<file path="config.mk">
export PLATFORM = sky130hd
export DESIGN_NAME = food_placer
export DESIGN_NICKNAME = d
export VERILOG_FILES = /design/src/rtl/food_placer.sv
export SDC_FILE = /design/constraint.sdc
export NUM_CORES = 1
export LEC_CHECK = 0
export CAP_MARGIN = 10
export CORE_AREA = 2 2 71 90
export DETAILED_ROUTE_END_ITERATION = 8
export DIE_AREA = 0 0 73 92
export PLACE_DENSITY = 0.88
export SLEW_MARGIN = 40
export SYNTH_ARGS = -nofsm -noshare
export SYNTH_HDL_FRONTEND = slang
export SYNTH_SLANG_ARGS = --single-unit
</file>
<file path="constraint.sdc">
create_clock -name clka -period 4.7 [get_ports clka]
set_clock_uncertainty 0.1 [all_clocks]
set_input_delay 0.94 -clock clka [delete_from_list [all_inputs] [get_ports clka]]
set_output_delay 0.94 -clock clka [all_outputs]
set_load 0.02 [all_outputs]
</file>
<file path="src/rtl/food_placer.sv">
// Food placement controller: PRNG retries, then a linear scan of the 8x8 board.
// Optional FOOD_WATCHDOG_EN bounds the wait for rng_ack and falls back to scanning.
module food_placer #(
    parameter int         MAX_TRIES = 4,
    parameter logic [5:0] FOOD_INIT = 6'd36
`ifdef FOOD_WATCHDOG_EN
    ,
    parameter int         RNG_TIMEOUT = 16
`endif
) (
    input  logic        clka,
    input  logic        restart_n,
    input  logic        place_req,
    input  logic [63:0] occupied_flat,
    output logic        rng_req,
    input  logic        rng_ack,
    input  logic [5:0]  rng_value,
    output logic [5:0]  food_pos,
    output logic        place_done,
    output logic        board_full,
    output logic        busy
);

    typedef enum logic [2:0] {
        S_IDLE,
        S_REQ,
        S_CHECK,
        S_SCAN,
        S_DONE
    } state_t;

    state_t     r_state, w_next;
    logic [5:0] r_cand, w_cand;
    logic [3:0] r_try, w_try;
    logic [5:0] r_sidx, w_sidx;
    logic [5:0] r_scnt, w_scnt;
    logic [5:0] r_food, w_food;
    logic       r_full, w_full;
    logic       r_rng_req;
    logic       r_busy;
    logic       r_done;

`ifdef FOOD_WATCHDOG_EN
    localparam int WDW = $clog2(RNG_TIMEOUT + 1);
    logic [WDW-1:0] r_wd;
    logic           w_wd_expired;

    assign w_wd_expired = (r_wd == WDW'(RNG_TIMEOUT - 1));

    always_ff @(posedge clka or negedge restart_n) begin
        if (!restart_n) r_wd <= '0;
        else if (r_state == S_REQ) r_wd <= r_wd + WDW'(1);
        else r_wd <= '0;
    end
`endif

    always_comb begin
        w_next = r_state;
        w_cand = r_cand;
        w_try  = r_try;
        w_sidx = r_sidx;
        w_scnt = r_scnt;
        w_food = r_food;
        w_full = r_full;
        case (r_state)
            S_IDLE: begin
                if (place_req) begin
                    w_next = S_REQ;
                    w_try  = 4'd0;
                    w_full = 1'b0;
                end
            end
            S_REQ: begin
                if (rng_ack) begin
                    w_cand = rng_value;
                    w_next = S_CHECK;
                end
`ifdef FOOD_WATCHDOG_EN
                else if (w_wd_expired) begin
                    w_sidx = r_food + 6'd1;
                    w_scnt = 6'd0;
                    w_next = S_SCAN;
                end
`endif
            end
            S_CHECK: begin
                if (!occupied_flat[r_cand]) begin
                    w_food = r_cand;
                    w_next = S_DONE;
                end else begin
                    w_try = r_try + 4'd1;
                    if (w_try == 4'(MAX_TRIES)) begin
                        w_sidx = r_cand + 6'd1;
                        w_scnt = 6'd0;
                        w_next = S_SCAN;
                    end else begin
                        w_next = S_REQ;
                    end
                end
            end
            S_SCAN: begin
                if (!occupied_flat[r_sidx]) begin
                    w_food = r_sidx;
                    w_next = S_DONE;
                end else if (r_scnt == 6'd63) begin
                    // every cell has now been examined once
                    w_full = 1'b1;
                    w_next = S_DONE;
                end else begin
                    w_sidx = r_sidx + 6'd1;
                    w_scnt = r_scnt + 6'd1;
                end
            end
            S_DONE:  w_next = S_IDLE;
            default: w_next = S_IDLE;
        endcase
    end

    always_ff @(posedge clka or negedge restart_n) begin
        if (!restart_n) begin
            r_state   <= S_IDLE;
            r_cand    <= 6'd0;
            r_try     <= 4'd0;
            r_sidx    <= 6'd0;
            r_scnt    <= 6'd0;
            r_food    <= FOOD_INIT;
            r_full    <= 1'b0;
            r_rng_req <= 1'b0;
            r_busy    <= 1'b0;
            r_done    <= 1'b0;
        end else begin
            r_state   <= w_next;
            r_cand    <= w_cand;
            r_try     <= w_try;
            r_sidx    <= w_sidx;
            r_scnt    <= w_scnt;
            r_food    <= w_food;
            r_full    <= w_full;
            r_rng_req <= (w_next == S_REQ);
            r_busy    <= (w_next != S_IDLE);
            r_done    <= (w_next == S_DONE);
        end
    end

    assign rng_req    = r_rng_req;
    assign busy       = r_busy;
    assign place_done = r_done;
    assign food_pos   = r_food;
    assign board_full = r_full;

endmodule

</file>
==> results of run 1 <==
per-layer routing:
metal  share of wire [%]  vias to the layer above
met4                 4.2                        0
li1                    -                     1195
met3                 4.6                       28
met2                  55                      117
met1                  36                     1310
met5                   0                        -
Yosys cell counts, types with 5 or more instances:
| library cell | number | share of area (%) |
|---|---|---|
| a21oi_1 | 15 | 2.5 |
| mux4_1 | 13 | 11 |
| clkbuf_1 | 6 | 0.75 |
| mux4_2 | 19 | 14 |
| buf_2 | 7 | 1.2 |
| mux2i_1 | 16 | 5.3 |
| o21ai_0 | 8 | 1.3 |
| nand2_1 | 27 | 3.4 |
| nand3_1 | 10 | 1.7 |
| nor3_1 | 5 | 0.83 |
| mux2_2 | 14 | 5.3 |
| and3_1 | 5 | 1.0 |
| nor2_1 | 14 | 1.8 |
| inv_1 | 12 | 1.5 |
| dfrtp_1 | 33 | 28 |
power groups by stage:
stage          sequential (mW)  clock, mW  combinational, mW
6_report                 0.711      0.283               1.19
5_1_grt                  0.741      0.299               1.29
4_1_cts                  0.710      0.287               1.19
3_5_place_dp             0.716          0               1.19
3_3_place_gp             0.700          0               1.15
2_1_floorplan            0.562          0               1.03
how the worst max path moves through the flow:
| stage | startpoint | end | slack, ns | depth (start not counted) |
|---|---|---|---|---|
| after floorplan | occupied_flat[47] | r_sidx[1] | 1.71 | 8 |
| after global placement | occupied_flat[46] | r_sidx[1] | 1.04 | 8 |
| after global routing | r_sidx[0] | busy | 1.10 | 8 |
| after detailed placement | occupied_flat[37] | r_sidx[1] | 0.97 | 8 |
| final | occupied_flat[37] | busy | 1.24 | 8 |
| after CTS | occupied_flat[37] | busy | 1.26 | 8 |
critical path, cell delays in order:
cell and delay (ns):
clkdlybuf4s50_1 0.45, mux4_2 0.48, mux4_2 0.47, nand2_1 0.08, a21oi_1 0.10, o21ai_4 0.40, nor3b_1 0.42, nand4_1 0.14
area by class of cell:
cell class / instances / area share [%]
multi-input combinational: 203 / 49.8
clock inverter: 2 / 0.891
tap: 68 / 2.16
inverter: 12 / 1.15
sequential: 35 / 22.4
clock buffer: 6 / 2.10
timing repair buffer: 85 / 21.5
flip-flops by register name, summed over array words and instances (netlist names):
name and cells:
food_pos 6, r_cand 6, r_scnt 6, r_sidx 6, r_try 4, r_state 3, board_full 1, busy 1
place_done 1, rng_req 1
cell families after synthesis:
logic type      count (synthesis)  share of synthesized area [%]
mux                            63                           36.7
compound gates                 54                           12.8
fa+ha+maj                       4                           1.67
xor+xnor                        1                          0.292
buf+inv                        32                           5.71
simple gates                   81                           13.5
flops                          35                           29.3
through the flow:
step	std cells	hold WS [ns]
after CTS	411	0.404
after floorplan	270	0.381
final	411	0.397
after global routing	411	0.427
after detailed placement	403	0.386
after global placement	403	0.376
==> impl_metrics.toml, run 1 <==
[status]
status = "finished clean"

[logic_synthesis]
netlist_area_um2 = 3000
syn-num-nets = 348
async_flop_share_pct = 100
ys_ff_latch = 35
yosysWarnings = 0
synth_edf_count = 0
synth_area_per_cell_um2 = 11.1
netlist-cell-type-count = 54
postSynthCellCount = 270
ys_seq_area_share_pct = 29.3
ys.flop_type = "dfrtp_1"

[timing]
setup_slack_ns = 1.24
setup_viol = 0
max_freq_mhz = 289
period_share_pct = 73.7
finalSetupTns_ns = 0
slew_violations = 0
rsz0062_at_grt = "no"
hold_viol = 0
slew_headroom_pct = 47.3
worst_pin_slew_ns = 0.790
period_needed_ns = 3.46

[grt]
grt_pass1_wl_mm = 12.9
antenna_found_initial = 0
grt_pass1_vias = 2774
grtUsageTotal_pct = 24.4
globalRouteMet3Util_pct = 2.42
busiest_layer = "met2"
grt_max_degree = 36
gr-usage-met1_pct = 28.1
gr-usage-met2_pct = 43.4
overflow = 0

[drt]
vias = 2650
drc_errors = 0
wl_mm = 7.64
dr.pass1.iters = 4
wl_per_cell_um = 18.6
routed_via_density = 6.45
ant_nets = 0
drtIter0Drc = 219

[finish]
antenna_cells = 0
final_cell_area_um2 = 3930
final_common_cell = "clkdlybuf4s50_1"
regArea_um2 = 880
area_delta_synth_final_pct = 30.9
mostFrequentLayoutCells = "clkdlybuf4s50_1, dfrtp_1, nand2_1"
postLayoutCoreUtil_pct = 65.9
finalNetCount = 420
multi_input_area_um2 = 1960
fillCellCount = 435
drive_gt1_share_pct = 15.5

[power_and_ir_drop]
p_sw_share_pct = 40.9
internal_power_mw = 1.29
switching_power_uw = 892
p_leak_nw = 1.62
power_mw = 2.18
comb_power_share_pct = 54.5
clkPwrFrac_pct = 13.0
p_seq_share_pct = 32.6
ir_worst_vdd_v = 0.000262
power_density_nw_per_um2 = 555

[cts]
tritoncts = "done"
cts_buffers = 5
cts-resized-gates = 0
cts_hold_buffers = 0
clock_sinks = 35
cts_max_level = 2
path_clk_slew_ns = 0.08
clockRootBuffer = "clkbuf_8"
postCtsSetupBuffers = 0
clock_latency_ns = 0.29
clockBufferDepth = 2

[setup_path]
r2r-end = "busy"
critPathLaunchType = "input port"
reg2reg_depth = 8
crit_required_ns = 4.73
criticalPathCategory = "input port to register"
rr_startpoint = "r_sidx[0]"
worstPathArrival_ns = 3.49
r2r_setup_slack_ns = 1.29
worstSetupEndpointType = "register"
worst-path-max-fanout = 19

[floorplanning]
die_area_um2 = 6720
ios = 84
start_util_pct = 50.3
die_w_um = 73
die_y_um = 92
coreArea_um2 = 5970
rows = 32

[place]
dp_slack_ns = 0.972
place_congestion = 0.805
dpl.hpwl_mm = 5.99
post_dp_cell_area_um2 = 3810
portBuffers = 83

[min_path]
hold_path_class = "register to register"
min_to = "board_full"
min_from = "board_full"
hold_depth = 1

[flow_run]
max_cap_violations = 0
Power figures use the tool's default switching activity.
==> run 2: changes to the inputs <==
--- a/config.mk
+++ b/config.mk
@@ -6,10 +6,10 @@
 export NUM_CORES = 1
 export LEC_CHECK = 0
 export CAP_MARGIN = 10
-export CORE_AREA = 2 2 71 90
+export CORE_AREA = 2 2 74 93
 export DETAILED_ROUTE_END_ITERATION = 8
-export DIE_AREA = 0 0 73 92
-export PLACE_DENSITY = 0.88
+export DIE_AREA = 0 0 76 95
+export PLACE_DENSITY = 0.82
 export SLEW_MARGIN = 40
 export SYNTH_ARGS = -nofsm -noshare
 export SYNTH_HDL_FRONTEND = slang
==> constraint.sdc (replaced) <==
create_clock -name clka -period 3.49 [get_ports clka]
set_clock_uncertainty 0.1 [all_clocks]
set_input_delay 0.698 -clock clka [delete_from_list [all_inputs] [get_ports clka]]
set_output_delay 0.698 -clock clka [all_outputs]
set_load 0.02 [all_outputs]
==> impl_metrics.toml, run 2 (synthesis results as in run 1) <==
[status]
status = "finished clean"

[drt]
drc_errors = 0
wl_per_cell_um = 17.3
routed_via_density = 5.99
dr.pass1.iters = 4
drtIter0Drc = 238
wl_mm = 7.57
ant_nets = 0
vias = 2624

[setup_path]
reg2reg_depth = 8
r2r_setup_slack_ns = 0.39
worstPathArrival_ns = 3.18
worstSetupEndpointType = "register"
critical-path-max-stage-delay_ns = 0.55
crit_end = "r_sidx[1]"
criticalPathCategory = "register to register"
critPathLaunchType = "register"
worst-path-max-fanout = 13
path_cells = "buf_4 -> mux4_2 -> o211ai_1 -> o32ai_2 -> nor3_1 -> or4_4 -> and2_4 -> mux2_4"
crit_required_ns = 3.57
cp_slowest_cell = "dfrtp_1"
r2r-end = "r_sidx[1]"
rr_startpoint = "r_cand[0]"
critPathLaunch = "r_cand[0]"

[floorplanning]
die_area_um2 = 7220
coreArea_um2 = 6400
ios = 84
rows = 33
start_util_pct = 46.9
die_w_um = 76
die_y_um = 95

[cts]
tritoncts = "done"
clockRootBuffer = "clkbuf_8"
cts-resized-gates = 0
postCtsSetupBuffers = 0
path_clk_slew_ns = 0.07
clockBufferDepth = 2
cts_hold_buffers = 0
clock_sinks = 35
clock_latency_ns = 0.29
cts_max_level = 2
cts_buffers = 5

[power_and_ir_drop]
p_sw_share_pct = 41.5
power_density_nw_per_um2 = 732
clkPwrFrac_pct = 10.4
ir_worst_vdd_v = 0.000330
switching_power_mw = 1.21
power_mw = 2.92
internal_power_mw = 1.71
p_leak_nw = 1.64
p_seq_share_pct = 29.8
comb_power_share_pct = 59.8

[grt]
grt_pass1_vias = 2793
grt_pass1_wl_mm = 12.8
antenna_found_initial = 0
grt_max_degree = 36
overflow = 0
grtUsageTotal_pct = 22.2

[finish]
mostFrequentLayoutCells = "clkdlybuf4s50_1, dfrtp_1, nand2_1"
area_delta_synth_final_pct = 32.6
antenna_cells = 0
final_common_cell = "clkdlybuf4s50_1"
finalNetCount = 428
drive_gt1_share_pct = 16.5
postLayoutCoreUtil_pct = 62.2

[timing]
rsz0062_at_grt = "no"
slew_headroom_pct = 56.1
setup_viol = 0
hold_viol = 0
period_share_pct = 88.7
worst_pin_slew_ns = 0.658
max_freq_mhz = 323
finalSetupTns_ns = 0
slew_violations = 0
period_needed_ns = 3.10

[flow_run]
max_cap_violations = 0

[place]
dpl.hpwl_mm = 5.95
place_congestion = 0.875
portBuffers = 83

[min_path]
hold_path_class = "register to register"
==> run 2: cell types whose count changed in the layout (fill, tap and decap cells not counted) <==
cell and delta:
buf_4 +8, bufinv_16 -1, clkbuf_1 +1, dfrtp_1 +1, dfrtp_2 -1, nor3b_1 +1
nor3b_2 -1
==> run 2: layout make-up <==
| class | count | area (um^2) |
|---|---|---|
| Fill cell | 532 | 2420 |
| Multi-Input combinational cell | 203 | 1950 |
| Timing Repair Buffer | 93 | 906 |
| Sequential cell | 35 | 878 |
| Tap cell | 87 | 109 |
| Clock buffer | 7 | 86.3 |
| Inverter | 12 | 45.0 |
| Clock inverter | 1 | 5.00 |
==> run 2: worst min path at each step <==
stage | startpoint | endpoint | depth (start not counted)
floorplan | restart_n | board_full | 0
global placement | board_full | board_full | 1
detailed placement | board_full | board_full | 1
CTS | board_full | board_full | 1
global route | board_full | board_full | 1
finish | board_full | board_full | 1
==> run 2: layer usage <==
layer	GRT usage, %	share of wire (%)	vias up
met5	0	0	-
met4	9.24	2.6	0
li1	-	-	1208
met3	1.91	4.0	18
met2	43.2	54	100
met1	25.0	39	1298
==> run 2: worst max-delay path, delay by kind of cell (launching register included) <==
kind | cells | cell delay [ns]
muxes | 2 | 0.83
AOI/OAI and AO/OA | 2 | 0.39
and+or+nand+nor | 3 | 0.80
DFF | 1 | 0.55
buffers and inverters | 1 | 0.30
==> run 2: per-stage QoR <==
step	instances	instance area, um^2	hold WS, ns	setup slack, ns
floorplan	270	3000	0.302	0.741
global placement	430	3890	0.377	0.189
detailed placement	430	3890	0.381	0.140
CTS	438	3980	0.398	0.407
global route	438	3980	0.426	0.257
finish	438	3980	0.394	0.394
==> run 2: power groups by stage <==
| stage | Combinational [mW] | Sequential, mW | Clock (mW) |
|---|---|---|---|
| finish | 1.74 | 0.869 | 0.304 |
| global route | 1.90 | 0.903 | 0.322 |
| CTS | 1.75 | 0.865 | 0.307 |
| detailed placement | 1.75 | 0.870 | 0 |
| global placement | 1.71 | 0.861 | 0 |
| floorplan | 1.39 | 0.757 | 0 |
==> run 3: changes to the inputs <==
--- a/config.mk
+++ b/config.mk
@@ -5,11 +5,13 @@
 export SDC_FILE = /design/constraint.sdc
 export NUM_CORES = 1
 export LEC_CHECK = 0
+export ABC_CLOCK_PERIOD_IN_PS = 3490
 export CAP_MARGIN = 10
-export CORE_AREA = 2 2 74 93
+export CORE_AREA = 2 2 86 109
 export DETAILED_ROUTE_END_ITERATION = 8
-export DIE_AREA = 0 0 76 95
-export PLACE_DENSITY = 0.82
+export DIE_AREA = 0 0 88 111
+export GPL_ROUTABILITY_DRIVEN = 0
+export PLACE_DENSITY = 0.64
 export SLEW_MARGIN = 40
 export SYNTH_ARGS = -nofsm -noshare
 export SYNTH_HDL_FRONTEND = slang
==> impl_metrics.toml, run 3 (synthesis results as in run 1) <==
[setup_path]
criticalPathCategory = "input port to register"
worst-path-max-fanout = 9
worstPathArrival_ns = 3.08
crit_required_ns = 3.51
critPathLaunchType = "input port"
worstSetupEndpointType = "register"

[place]
dpl.hpwl_mm = 6.10
portBuffers = 83
dpl.cell_count = 469
dp_slack_ns = 0.165

[timing]
setup_slack_ns = 0.428
finalSetupTns_ns = 0
slew_violations = 0
period_needed_ns = 3.06
hold_viol = 0
period_share_pct = 87.7
max_freq_mhz = 327
slew_headroom_pct = 44.6
worst_pin_slew_ns = 0.831
rsz0062_at_grt = "no"
setup_viol = 0

[floorplanning]
ios = 84
start_util_pct = 34.0
rows = 39
coreArea_um2 = 8830
die_area_um2 = 9770
die_y_um = 111
die_w_um = 88

[finish]
mostFrequentLayoutCells = "clkdlybuf4s50_1, dfrtp_1, nand2_1"
final_common_cell = "clkdlybuf4s50_1"
multi_input_area_um2 = 1950
drive_gt1_share_pct = 17.8
area_delta_synth_final_pct = 36.7
fillCellCount = 823
instances_no_fill = 477
regArea_um2 = 880
antenna_cells = 0
finalNetCount = 431

[cts]
cts-resized-gates = 0
tritoncts = "done"
clock_sinks = 35
clockBufferDepth = 2
clockRootBuffer = "clkbuf_16"
cts_hold_buffers = 0
clock_latency_ns = 0.28
postCtsSetupBuffers = 0
path_clk_slew_ns = 0.05
cts_buffers = 5
cts_max_level = 2

[drt]
drtIter0Drc = 101
routed_via_density = 5.46
vias = 2603
drc_errors = 0
dr.pass1.iters = 4
wl_mm = 7.87
wl_per_cell_um = 16.5
ant_nets = 0

[flow_run]
max_cap_violations = 0

[min_path]
hold_path_class = "register to register"

[grt]
grt_pass1_wl_mm = 13.2
gr-usage-met1_pct = 21.1
busiest_layer = "met2"
overflow = 0
antenna_found_initial = 0
grtUsageTotal_pct = 17.2
grt_pass1_vias = 2736
grt_max_degree = 36
globalRouteMet3Util_pct = 2.61
gr-usage-met2_pct = 29.6

[power_and_ir_drop]
power_density_nw_per_um2 = 748
ir_worst_vdd_v = 0.000270
p_leak_nw = 1.67
power_mw = 3.07

[status]
status = "finished clean"
[run 3: stage by stage]
step	instance area (um^2)	utilization [%]	hold slack [ns]
3_5_place_dp	3960	44.8	0.388
2_1_floorplan	3000	-	0.302
4_1_cts	4100	46.5	0.404
3_3_place_gp	3960	44.8	0.385
5_1_grt	4100	46.5	0.434
6_report	4100	46.5	0.395
[run 3: final cells by class]
class | instances | area share, %
Multi-Input combinational cell | 203 | 47.6
Timing Repair Buffer | 96 | 22.6
Sequential cell | 35 | 21.4
Tap cell | 123 | 3.75
Clock buffer | 5 | 3.05
Inverter | 12 | 1.10
Clock inverter | 3 | 0.488
[run 3: final timing paths]
kind,startpoint,endpoint,slack (ns),depth (start not counted)
max in group asynchronous,restart_n,food_pos[5],2.20,2
worst max register to register,r_sidx[2],busy,0.44,7
worst min register to register,board_full,board_full,0.39,1
worst max-delay path,occupied_flat[47],busy,0.43,8
worst min-delay path,board_full,board_full,0.39,1
min in group asynchronous,restart_n,board_full,0.74,2
[run 3: worst max-delay path, stage by stage]
cell	delay, ns
clkdlybuf4s50_1	0.42
mux4_2	0.49
mux4_2	0.49
nand2_1	0.08
a21oi_1	0.10
o21ai_4	0.26
nor3b_1	0.39
nand4_1	0.15
[run 3: power by group]
group,switching [mW],internal [mW]
combinational,0.764,0.979
sequential,0.307,0.587
clock,0.170,0.263
[run 3: routing by layer]
metal	wire length, um	share of wire [%]
met1	3260	41
met2	4070	52
met3	363	4.6
met4	172	2.2
met5	0	0
==> RTL edit 1, RTL diff (flow settings as in run 3) <==
Add a define of `FOOD_WATCHDOG_EN`.
--- a/src/rtl/food_placer.sv
+++ b/src/rtl/food_placer.sv
@@ -1,5 +1,7 @@
 // Food placement controller: PRNG retries, then a linear scan of the 8x8 board.
 // Optional FOOD_WATCHDOG_EN bounds the wait for rng_ack and falls back to scanning.
+`define FOOD_WATCHDOG_EN
+
 module food_placer #(
     parameter int         MAX_TRIES = 4,
     parameter logic [5:0] FOOD_INIT = 6'd36
Function: no difference found for any inputs over 10 cycles, from zero or initial values; that may be too few to reach the edited logic, so the function may still have changed.
==> RTL edit 1 against run 3 <==
Power grew 6.6%; sequential cell count up 5; maximum frequency fell by 8.3%; count of clock-buffer cells in the layout is 1 higher; worst setup slack worse by 0.28 ns; first-iteration DRC count down 15%; wire length up 2.7%; area after synthesis rose by 4.2%; cell area rose by 4.3%; critical endpoint unchanged; largest cell class unchanged.
==> RTL edit 1: results (changes against run 3) <==
synthesis:
  synth.area.top_cells: "dfrtp_1, mux4_2, mux4_1, mux2i_1, mux2_2"
  syn_inst: 267  # -1.1%
  yosys-top-cells-count: "dfrtp_1, mux4_2, nand2_1, mux2i_1, nor2_1"
  ys_seq_area_share_pct: 32.08  # +2.8 points
  ys_types: 45  # -17%
  synth_nets: 347  # -0.29%
routing:
  first_iter_violations: 86  # -15%
  met1_length_um: 3152  # -3.4%
  drtPass1Iterations: 6  # +2
  drt_wl_total_um: 8078  # +2.7%
  met3WireLength_um: 440  # +21%
  wl_met2_um: 4249  # +4.5%
  dr_total_vias: 2560  # -1.7%
  detail_route.wl_per_cell_um: 16.79  # +1.8%
critical_path:
  crit_start: "occupied_flat[51]"
  crit_fanout: 4  # -5
  critical_path_buf_inv_count: 1  # unchanged
  cp_slowest_cell: "mux4_1"
  worstReg2RegStart: "r_cand[2]$_DFFE_PN0P_"
  rrSetupSlack_ns: 0.18  # -0.26 ns
  worstPathArrival_ns: 3.39  # +0.31 ns
layout:
  antenna_cells: 0  # unchanged
  nets: 437  # +1.4%
  drive_above_1_share_pct: 20.67  # +2.9 points
power_and_ir_drop:
  intPower_w: 0.001993  # +9.0%
  p_leak_nw: 1.804  # +8.0%
  vdd_ir_drop_max_mv: 0.2681  # -0.86%
clocking:
  clkSlewWorstSetupHoldPaths_ns: 0.06
  cts.path.max_buffers: 2  # unchanged
  h-tree-depth: 2  # unchanged
  cts_resized: 0  # unchanged
global_routing:
  antenna_found_initial: 0  # unchanged
  grt_pass1_wl_um: 13670  # +3.4%
  grt_pass1_vias: 2883  # +5.4%
  track_usage_pct: 17.86  # +0.71 points
  grt_max_degree: 41  # +14%
placement:
  dp.final_hpwl_um: 6362  # +4.3%
  place_ws_ns: -0.1706  # -0.3358 ns
  dp.cells: 473  # +0.85%
  placed_cell_area_um2: 4139  # +4.6%
  numPortBuffers: 83  # unchanged
sta:
  fmax_mhz: 299.5  # -8.3%
  worstMarginPinSlew_ns: 0.8000  # -0.03106 ns
status:
  run_status: "completed"
worst_hold_path:
  hold_class: "in2async"
==> RTL edit 1: changes by cell type after synthesis, sizes merged, moves of 4 or more <==
cell,delta
a21oi,-10
nor2,+8
mux2i,+7
buf,-5
dfrtp,+5
mux2,-5
nand2b,+5
mux4,+4
o21ai,+4
==> RTL edit 1: worst reg2reg max path, stage by stage, from the launching register on <==
cell and delay (ns):
dfrtp_1 0.86, mux4_2 0.43, mux4_2 0.46, nand2b_1 0.16
a22oi_2 0.30, o21bai_2 0.12, or3_4 0.39, or3_1 0.35
==> RTL edit 1: metal layers <==
| layer | vias up | global-route usage [%] |
|---|---|---|
| li1 | 1204 | - |
| met5 | - | 0 |
| met3 | 20 | 4.244 |
| met2 | 92 | 31.31 |
| met1 | 1244 | 20.48 |
| met4 | 0 | 6.974 |
==> RTL edit 1: cells by family (layout without fill, tap and decap cells) <==
kind of cell	after synthesis	in the layout	synth area share [%]
XOR/XNOR	7	7	1.960
flip-flops	40	40	32.08
adder cells (fa/ha/maj)	6	6	2.400
AO/OA/AOI/OAI	37	37	8.200
AND/OR/NAND/NOR	83	83	13.12
buffers and inverters	25	116	4.280
multiplexers	69	69	37.96
==> RTL edit 1: worst min-delay path by stage <==
| stage | to | cells past startpoint |
|---|---|---|
| after floorplan | board_full$_DFFE_PN0P_ | 0 |
| after global placement | r_wd[0]$_DFF_PN0_ | 1 |
| after detailed placement | r_wd[0]$_DFF_PN0_ | 1 |
| after CTS | r_cand[0]$_DFFE_PN0P_ | 1 |
| after global routing | r_cand[0]$_DFFE_PN0P_ | 1 |
| final | r_wd[2]$_DFF_PN0_ | 1 |
==> RTL edit 1: metrics by stage <==
step	hold WS (ns)	TNS (ns)
after floorplan	0.3024	0
after global routing	0.3366	0
final	0.2898	0
after CTS	0.3131	0
after detailed placement	0.3537	-1.004
after global placement	0.3481	-0.4788
==> RTL edit 1: layout make-up <==
class,count,area (um^2)
Fill cell,792,4552
Multi-Input combinational cell,202,1983
Sequential cell,40,1003
Timing Repair Buffer,98,953.4
Tap cell,123,153.9
Clock buffer,6,138.9
Inverter,10,37.54
Clock inverter,2,10.01
==> RTL edit 1: power by group through the flow <==
stage / clock network [W] / logic (W) / registers [W]
after global placement: 0 / 0.00182 / 0.000963
after CTS: 0.000466 / 0.00186 / 0.000968
after global routing: 0.000488 / 0.00201 / 0.00101
after floorplan: 0 / 0.00140 / 0.000829
final: 0.000458 / 0.00185 / 0.000967
after detailed placement: 0 / 0.00185 / 0.000976
==> RTL edit 2, RTL diff (settings of run 3) <==
Made on the original files. Re-encode `state_t` (5 states) as Gray code, 3 bits wide.
--- a/src/rtl/food_placer.sv
+++ b/src/rtl/food_placer.sv
@@ -22,11 +22,11 @@
 );
 
     typedef enum logic [2:0] {
-        S_IDLE,
-        S_REQ,
-        S_CHECK,
-        S_SCAN,
-        S_DONE
+        S_IDLE  = 3'b000,
+        S_REQ   = 3'b001,
+        S_CHECK = 3'b011,
+        S_SCAN  = 3'b010,
+        S_DONE  = 3'b110
     } state_t;
 
     state_t     r_state, w_next;
Function: no difference found for any inputs over 10 cycles, from zero or initial values; not proved beyond that.
==> RTL edit 2 against run 3 <==
Wire length increased by 11%; register-to-register slack got worse by 0.07 ns; power increased by 9.1%; cell count increased by 4.6%; sequential cell count unchanged; combinational power increased by 17%; worst setup slack got worse by 0.084 ns; area after synthesis increased by 3.3%; cell area increased by 1.2%; critical endpoint is now r_sidx[1]$_DFFE_PN0P_; highest routed layer unchanged.
==> RTL edit 2: results (changes against run 3) <==
routing:
  avgViaCountPerCell: 5.559  # +1.9%
  drt_wl_total_um: 8764  # +11%
  drtPass1Iterations: 4  # unchanged
  first_iter_violations: 127  # +26%
layout:
  drive_above_1_share_pct: 19.15  # +1.4 points
  nets: 453  # +5.1%
placement:
  dp.final_hpwl_um: 6704  # +9.9%
  numPortBuffers: 83  # unchanged
critical_path:
  worstPathArrival_ns: 3.20  # +0.12 ns
  reg2reg_depth: 8  # +1
  worstReg2RegStart: "r_sidx[1]$_DFFE_PN0P_"
  crit_start: "occupied_flat[55]"
  crit_fanout: 11  # +2
  rrSetupSlack_ns: 0.37  # -0.07 ns
  r2r-end: "r_sidx[1]$_DFFE_PN0P_"
power_and_ir_drop:
  vdd_ir_drop_max_mv: 0.4935  # +82%
  p_leak_nw: 1.646  # -1.5%
synthesis:
  ys_types: 56  # +3.7%
  synth.area.top_cells: "dfrtp_1, mux4_2, mux2i_1, mux2_2, nand2_1"
  synth_nets: 376  # +8.0%
  yosys-top-cells-count: "dfrtp_1, mux4_2, nand2_1, mux2i_1, nand3_1"
  ys_seq_area_share_pct: 28.34  # -0.92 points
global_routing:
  grt_pass1_wl_um: 14460  # +9.4%
  track_usage_pct: 18.64  # +1.5 points
  grt_pass1_vias: 2984  # +9.1%
worst_hold_path:
  hold_end: "food_pos[2]$_DFFE_PN1P_"
  hold-path-cell-count: 2  # +1
  holdCritStartpoint: "food_pos[2]$_DFFE_PN1P_"
status:
  run_status: "completed"
sta:
  slew_headroom_pct: 45.26  # +0.66 points
  whs_ns: 0.3769  # -0.01796 ns
clocking:
  clkSlewWorstSetupHoldPaths_ns: 0.05  # about the same
[RTL edit 2: power breakdown]
group          total, W  internal (W)  leakage, nW  switching, W
Clock          0.000437      0.000282       0.0739      0.000154
Combinational   0.00204       0.00105         1.14      0.000986
Sequential     0.000873      0.000581        0.434      0.000292
[RTL edit 2: layer usage]
layer	track usage (%)	share of wire (%)	up-vias
met4	4.513	1.4	0
met1	23.73	42	1366
met5	0	0	-
met3	2.904	6.3	11
met2	32.53	50	94
li1	-	-	1303
[RTL edit 2: tightest hold or removal path, cell delays in order, from the launching register on]
cell     delay [ns]
dfstp_2        0.36
inv_1          0.04
mux2i_1        0.06
[RTL edit 2: final cells by class]
cell class	count	area, um^2
Tap cell	123	153.9
Sequential cell	35	878.3
Fill cell	854	4679
Clock buffer	7	142.6
Clock inverter	1	5.005
Timing Repair Buffer	94	913.4
Multi-Input combinational cell	229	2022
Inverter	10	37.54
[RTL edit 2: stage by stage]
step	cell area (um^2)	instances	setup WS, ns
after global placement	4005	491	0.1016
after detailed placement	4005	491	0.08237
after global routing	4153	499	0.1206
after CTS	4153	499	0.3665
after floorplan	3099	298	0.7232
final	4153	499	0.3437
[RTL edit 2: kinds of logic (layout without fill, tap and decap cells)]
| family | count (synthesis) | count (layout) | share of synthesized area [%] |
|---|---|---|---|
| AOI/OAI and AO/OA | 62 | 62 | 14.78 |
| xor gates and xnor gates | 1 | 1 | 0.2827 |
| adders and majority gates | 4 | 4 | 1.615 |
| buffers and inverters | 34 | 112 | 6.580 |
| DFF | 35 | 35 | 28.34 |
| muxes | 62 | 62 | 31.33 |
| and+or+nand+nor | 100 | 100 | 17.08 |
